===== src/rtl/addsub_sequencer.sv =====
// Sequences one add/subtract through an external 4-bit ripple adder: latch operands,
// wait SETTLE_CYCLES for the carry chain, capture result and flags, hold until consumed.
module addsub_sequencer #(
    parameter int SETTLE_CYCLES = 1
) (
    input  logic       clk,
    input  logic       rst,
    input  logic       in_valid,
    output logic       in_ready,
    input  logic [3:0] in_a,
    input  logic [3:0] in_b,
    input  logic       in_mode,
    output logic [3:0] add_a,
    output logic [3:0] add_b,
    output logic       add_mode,
    input  logic [3:0] add_s,
    input  logic       add_cout,
    output logic       out_valid,
    input  logic       out_ready,
    output logic [3:0] out_s,
    output logic       out_cout,
    output logic       out_zero,
    output logic       out_ovf,
    output logic [7:0] op_count
);

    typedef enum logic [1:0] {IDLE, SETTLE, HOLD} state_t;

    localparam logic [3:0] LAST = 4'(SETTLE_CYCLES - 1);

    state_t     state, state_nx;
    logic [3:0] cnt;
    logic       accept, settle_done, handshake, ovf;

    assign in_ready  = (state == IDLE) && !rst;
    assign out_valid = (state == HOLD);

    // Operand sign bits agree for add (differ for subtract) and the result sign flipped.
    assign ovf = ((add_a[3] ^ add_b[3]) == add_mode) && (add_s[3] != add_a[3]);

    always_comb begin
        state_nx    = state;
        accept      = 1'b0;
        settle_done = 1'b0;
        handshake   = 1'b0;
        case (state)
            IDLE: begin
                if (in_valid) begin
                    accept   = 1'b1;
                    state_nx = SETTLE;
                end
            end
            SETTLE: begin
                if (cnt == LAST) begin
                    settle_done = 1'b1;
                    state_nx    = HOLD;
                end
            end
            HOLD: begin
                if (out_ready) begin
                    handshake = 1'b1;
                    state_nx  = IDLE;
                end
            end
            default: state_nx = IDLE;
        endcase
    end

    always_ff @(posedge clk or posedge rst) begin
        if (rst) begin
            state    <= IDLE;
            cnt      <= '0;
            add_a    <= '0;
            add_b    <= '0;
            add_mode <= 1'b0;
            out_s    <= '0;
            out_cout <= 1'b0;
            out_zero <= 1'b0;
            out_ovf  <= 1'b0;
            op_count <= '0;
        end else begin
            state <= state_nx;
            if (accept) begin
                add_a    <= in_a;
                add_b    <= in_b;
                add_mode <= in_mode;
                cnt      <= '0;
            end else if (state == SETTLE) begin
                cnt <= cnt + 4'd1;
            end
            if (settle_done) begin
                out_s    <= add_s;
                out_cout <= add_cout;
                out_zero <= (add_s == 4'd0);
                out_ovf  <= ovf;
            end
            if (handshake) op_count <= op_count + 8'd1;
        end
    end

endmodule

===== config.mk =====
export PLATFORM = sky130hd
export DESIGN_NAME = addsub_sequencer
export DESIGN_NICKNAME = d
export VERILOG_FILES = /design/src/rtl/addsub_sequencer.sv
export SDC_FILE = /design/constraint.sdc
export NUM_CORES = 1
export LEC_CHECK = 0
export ABC_CLOCK_PERIOD_IN_PS = 1600
export BUFFER_PORTS_ARGS = -buffer_cell sky130_fd_sc_hd__buf_2
export CAP_MARGIN = 20
export CORE_ASPECT_RATIO = 0.6
export CORE_MARGIN = 5
export CORE_UTILIZATION = 49
export CTS_CLUSTER_DIAMETER = 30
export DETAILED_ROUTE_END_ITERATION = 6
export PLACE_DENSITY = 0.78
export SYNTH_ARGS = -nofsm -noshare
export SYNTH_HDL_FRONTEND = slang
export SYNTH_SLANG_ARGS = --single-unit
export TNS_END_PERCENT = 20

===== constraint.sdc =====
create_clock -name clk -period 1.6 [get_ports clk]
set_input_delay 0.16 -clock clk [delete_from_list [all_inputs] [get_ports clk]]
set_output_delay 0.16 -clock clk [all_outputs]
set_load 0.01 [all_outputs]

# Yosys cells after proc, flatten, opt, wreduce, memory -nomap -nowiden
# Cells that the tools add are included.
[totals]
register_bits = 30
input_bits = 18
elab_cells = 40
[op_classes]
addsub = 2
eq_ne = 7
mux = 12
bitwise_logic = 1
reduce_logical = 8
[op_table]
columns = ["operator", "count"]
rows = [
  ["$add 8x1->8 const B", 1],
  ["$logic_not 4->1", 2],
  ["$mux 4", 2],
  ["$mux 1", 6],
  ["$mux 2", 3],
  ["$pmux 2 s3", 1],
  ["$add 4x1->4 const B", 1],
  ["$ne 2x2->1 const B", 2],
  ["$reduce_and 3->1", 1],
  ["$eq 2x1->1 const B", 1],
  ["$eq 2x2->1 const B", 1],
  ["$logic_and 1x1->1", 2],
  ["$logic_not 2->1", 1],
  ["$ne 2x1->1 const B", 1],
  ["$reduce_bool 2->1", 1],
  ["$eq 1x1->1", 1],
  ["$logic_not 1->1", 1],
  ["$ne 1x1->1", 1],
  ["$xor 1x1->1", 1],
]

# Longest topological paths before layout
[depth]
depth_word = 3
depth_mapped = 5
mapped_depth_nobuf = 5

# Worst setup path before layout
# Ideal clock, no wire load.
[synth_timing]
kind = "flip-flop to flip-flop"
startpoint = "register cnt[0]"
endpoint = "register out_cout"
setup_time_ns = 0.125
arrival_time_ns = 1.218
slack_ns = 0.257
stages_incl_launch_ff = 6
path_buffers = 0
synth_period_minus_slack_ns = 1.343
path_cell_list = "dfrtp_1 inv_1 ha_1 nor3b_2 nand2_2 mux2_2"
[synth_via]
elab_chain_len = 3
[synth_rtl]
columns = ["item", "line", "rtl"]
rows = [
  ["start: declaration", "32", "logic [3:0] cnt;"],
  ["start signal: assignment", "89", "cnt <= cnt + 4'd1;"],
  ["$logic_not 4->1", "54", "if (cnt == LAST) begin"],
  ["$mux 1", "54", ""],
  ["$mux 1", "46", "case (state)"],
  ["end signal: assignment", "93", "out_cout <= add_cout;"],
  ["end: declaration", "21", "output logic out_cout,"],
]
# No other way between the ends.
# A chain may end at the register's enable or synchronous reset.

# Final worst setup path
[layout_timing]
startpoint = "register cnt[0]"
endpoint = "register out_s[0]"
[layout_via]
elab_chain_len = 3
[layout_rtl]
columns = ["item", "line", "rtl"]
rows = [
  ["$logic_not 4->1", "54", ""],
  ["$mux 1", "54", ""],
  ["$mux 1", "46", ""],
  ["end signal: assignment", "92", "out_s <= add_s;"],
  ["end: declaration", "20", "output logic [3:0] out_s,"],
]
# No other way between the ends.

==> out/summary.json <==
{
  "run_status": {"value": "complete, no violations"},
  "ys_types": {"value": 28},
  "synth.cells.most_frequent": {"value": "sky130_fd_sc_hd__dfrtp_1, sky130_fd_sc_hd__mux2_2, sky130_fd_sc_hd__xnor2_1"},
  "grt_resource_usage_total": {"value": 15.8, "unit": "%"},
  "first_iter_violations": {"value": 37},
  "critPathCapture": {"value": "out_s[0]$_DFFE_PP0P_"},
  "timing_hold_violations_final": {"value": 0},
  "post_synth_inst_count": {"value": 99},
  "path_depth": {"value": 5},
  "worstSetupStartpointType": {"value": "register"},
  "worstPathArrival": {"value": 1.64, "unit": "ns"},
  "row_count": {"value": 14},
  "synthDominantCellAreaShare": {"value": 57.0, "unit": "%"},
  "post_route_cells_drive_above_1_share": {"value": 49.3, "unit": "%"},
  "setup-violations-final": {"value": 0},
  "worst_slew_margin_rel": {"value": 69.9, "unit": "%"},
  "ffs_latches_synth": {"value": 30},
  "cts-resized-gates": {"value": 0},
  "timing.critical_path.buf_inv": {"value": 1},
  "period_needed": {"value": 1.47, "unit": "ns"},
  "most_instantiated_library_cell_after_synthesis": {"value": "sky130_fd_sc_hd__dfrtp_1"},
  "timing.critical_path.cells": {"value": "inv_1 > ha_1 > nor3b_2 > nand2_2 > mux2_2"},
  "grt_start_max_net_pins": {"value": 22},
  "cts_hold_repair.buffers": {"value": 1},
  "clock_transition_time_at_the_flip_flop_clock_pins_of_the_worst_setup_and_hold_paths": {"value": 0.06, "unit": "ns"},
  "post-cts-setup-buffers": {"value": 0},
  "antenna_found_initial": {"value": 0},
  "maxClockFrequency": {"value": 681, "unit": "MHz"},
  "io_pins": {"value": 44},
  "rr_startpoint": {"value": "cnt[0]$_DFFE_PP0P_"},
  "postPlaceCellArea": {"value": 1590, "unit": "sq um"},
  "p_leak": {"value": 0.833, "unit": "nW"},
  "timing.hold.worst.class": {"value": "primary input to register"},
  "floorplan.core_area": {"value": 2540, "unit": "sq um"},
  "synthDominantAreaCellType": {"value": "sky130_fd_sc_hd__dfrtp_1"},
  "dpl.hpwl": {"value": 2040, "unit": "um"},
  "pre_cts_ws": {"value": 0.138, "unit": "ns"},
  "crit_path_top_delay_cell": {"value": "sky130_fd_sc_hd__dfrtp_1"},
  "crit-reg2reg-capture": {"value": "out_s[0]$_DFFE_PP0P_"},
  "power_density": {"value": 1870, "unit": "nW/um^2"},
  "netlist_area_before_placement": {"value": 1320, "unit": "sq um"},
  "via_count": {"value": 926},
  "rsz0062_at_grt": {"value": "no"},
  "synth_seq_area_share": {"value": 57.0, "unit": "%"},
  "port_buffers": {"value": 43},
  "number_of_global_route_vias_before_repair": {"value": 980},
  "setup.worst_path.class": {"value": "register to register"},
  "fin_nets": {"value": 172},
  "max_slew.worst_pin.slew": {"value": 0.452, "unit": "ns"},
  "timing.max_cap.violations": {"value": 0},
  "path_max_fanout": {"value": 8},
  "cts_buf_count": {"value": 5},
  "first_pass_grt_wire_length": {"value": 4510, "unit": "um"},
  "start_util": {"value": 51.9, "unit": "%"},
  "synth-main-ff-cell": {"value": "sky130_fd_sc_hd__dfrtp_1"},
  "routed_via_density": {"value": 5.03},
  "layout_worst_path_cycle_share": {"value": 91.8, "unit": "%"},
  "clockRootBuffer": {"value": "sky130_fd_sc_hd__clkbuf_8"},
  "yosysWarningCount": {"value": 0},
  "worstSetupStartpoint": {"value": "cnt[0]$_DFFE_PP0P_"},
  "synth_edf_count": {"value": 0},
  "ff2ff_path_depth": {"value": 5},
  "cts_tree": {"value": "done"},
  "synth_async_sr_flop_share": {"value": 100, "unit": "%"},
  "cts.htree.levels": {"value": 2},
  "r2r_setup_slack": {"value": 0.13, "unit": "ns"},
  "fin_tns_setup": {"value": 0, "unit": "ns"},
  "drt-wirelength-per-cell": {"value": 14.7, "unit": "um"},
  "place.gp.congestion": {"value": 0.813},
  "total_power": {"value": 3.17, "unit": "mW"},
  "mappedNetlistNets": {"value": 120},
  "critPathCaptureType": {"value": "register"},
  "syn_area_per_cell": {"value": 13.3, "unit": "sq um"},
  "cts_num_sinks": {"value": 30},
  "n_antenna_cell": {"value": 0},
  "critPathRequiredTime": {"value": 1.77, "unit": "ns"},
  "synth.area.top_cells": {"value": "sky130_fd_sc_hd__dfrtp_1, sky130_fd_sc_hd__mux2_2, sky130_fd_sc_hd__xnor2_1"},
  "drt_pass1_iterations": {"value": 4},
  "vdd.ir_drop.worst": {"value": 1.06, "unit": "mV"},
  "design_area": {"value": 1690, "unit": "sq um"},
  "layout_setup_ws": {"value": 0.132, "unit": "ns"},
  "area_growth_syn_to_layout": {"value": 28.6, "unit": "%"},
  "chipHeight": {"value": 50.2, "unit": "um"},
  "clock-skew-final": {"value": 0.00274, "unit": "ns"},
  "report.final.slew_viol_count": {"value": 0},
  "clk_latency": {"value": 0.28, "unit": "ns"},
  "cts-root-to-sink-buffers": {"value": 2},
  "family_with_the_most_delay_on_the_worst_path": {"value": "flip-flops"},
  "die-area": {"value": 3860, "unit": "sq um"},
  "route.antenna.remaining_nets": {"value": 0},
  "route.detailed.drc": {"value": 0},
  "dieWidth": {"value": 76.9, "unit": "um"},
  "worst_path_largest_cell_delay": {"value": 0.40, "unit": "ns"},
  "grt-ovfl-total": {"value": 0},
  "routed_wl": {"value": 2700, "unit": "um"}
}
## sequential cells by signal, indices dropped and copies added, names as in the netlist
name,flops
out_ovf,1
out_zero,1
out_s,4
add_b,4
add_a,4
op_count,8
add_mode,1
cnt,4
out_cout,1
state,2
## worst min path at each step
stage,cells after the start,slack [ns],from,end
finish,2,0.11,in_a[2],add_a[2]$_DFFE_PP0P_
detailed placement,2,0.19,rst,add_b[2]$_DFFE_PP0P_
CTS,2,0.09,in_a[2],add_a[2]$_DFFE_PP0P_
global route,2,0.09,in_a[3],add_a[3]$_DFFE_PP0P_
global placement,2,0.18,rst,add_b[2]$_DFFE_PP0P_
floorplan,1,0.25,rst,add_a[0]$_DFFE_PP0P_
## through the flow
stage | std cells | hold slack (ns) | util [%]
3_5_place_dp | 175 | 0.190 | 62.6
2_1_floorplan | 99 | 0.251 | -
6_report | 184 | 0.107 | 66.7
5_1_grt | 184 | 0.0921 | 66.7
3_3_place_gp | 175 | 0.176 | 62.6
4_1_cts | 184 | 0.0941 | 66.7
## cell usage in the layout, fill, tap and decap left out
| cell type | instances |
|---|---|
| sky130_fd_sc_hd__buf_2 | 43 |
| sky130_fd_sc_hd__mux2i_1 | 1 |
| sky130_fd_sc_hd__nor3_1 | 1 |
| sky130_fd_sc_hd__inv_1 | 4 |
| sky130_fd_sc_hd__nand4_1 | 3 |
| sky130_fd_sc_hd__and2_1 | 2 |
| sky130_fd_sc_hd__nand2_2 | 1 |
| sky130_fd_sc_hd__nand3_1 | 4 |
| sky130_fd_sc_hd__nand2b_1 | 3 |
| sky130_fd_sc_hd__dlygate4sd3_1 | 1 |
| sky130_fd_sc_hd__clkinv_2 | 1 |
| sky130_fd_sc_hd__nor3b_2 | 1 |
| sky130_fd_sc_hd__dfrtp_1 | 30 |
| sky130_fd_sc_hd__mux2_2 | 18 |
| sky130_fd_sc_hd__clkbuf_8 | 6 |
| sky130_fd_sc_hd__buf_4 | 2 |
| sky130_fd_sc_hd__ha_1 | 3 |
| sky130_fd_sc_hd__buf_12 | 1 |
| sky130_fd_sc_hd__clkinvlp_4 | 1 |
| sky130_fd_sc_hd__nor4_1 | 1 |
| sky130_fd_sc_hd__nor3b_1 | 1 |
| sky130_fd_sc_hd__nor2b_4 | 1 |
| sky130_fd_sc_hd__xnor2_1 | 8 |
| sky130_fd_sc_hd__o311ai_0 | 1 |
| sky130_fd_sc_hd__and3_1 | 1 |
| sky130_fd_sc_hd__nor2_1 | 1 |
| sky130_fd_sc_hd__o21bai_1 | 1 |
| sky130_fd_sc_hd__and4b_1 | 1 |
| sky130_fd_sc_hd__a21oi_1 | 1 |
| sky130_fd_sc_hd__nand2_1 | 4 |
| sky130_fd_sc_hd__a22o_1 | 2 |
| sky130_fd_sc_hd__o21ai_0 | 2 |
| sky130_fd_sc_hd__and2b_1 | 1 |
## cells by family after synthesis
family                     count (synthesis)  synth area share [%]
and+or+nand+nor                           26                  12.4
adders and majority gates                  3                  2.85
AOI/OAI and AO/OA                          7                  3.70
muxes                                     19                  16.1
buffers and inverters                      6                  2.56
xor gates and xnor gates                   8                  5.32
DFF                                       30                  57.0
## power breakdown
part	internal, mW	switching, mW	leakage (nW)	total [mW]
Sequential	1.07	0.248	0.375	1.32
Clock	0.345	0.292	0.0472	0.637
Combinational	0.653	0.561	0.411	1.21
## routing by layer
layer | vias to the layer above | share of wire (%) | global-route usage, %
li1 | 450 | - | -
met1 | 445 | 45 | 19.5
met2 | 27 | 46 | 22.3
met3 | 4 | 7.3 | 8.39
met4 | 0 | 1.9 | 8.72
met5 | - | 0 | 0
## layout make-up
| cell class | instances | area [sq um] |
|---|---|---|
| Clock buffer | 6 | 82.6 |
| Clock inverter | 2 | 12.5 |
| Fill cell | 180 | 846 |
| Inverter | 4 | 15.0 |
| Multi-Input combinational cell | 63 | 533 |
| Sequential cell | 30 | 751 |
| Tap cell | 32 | 40.0 |
| Timing Repair Buffer | 47 | 260 |
(Power assumes the default switching activity.)
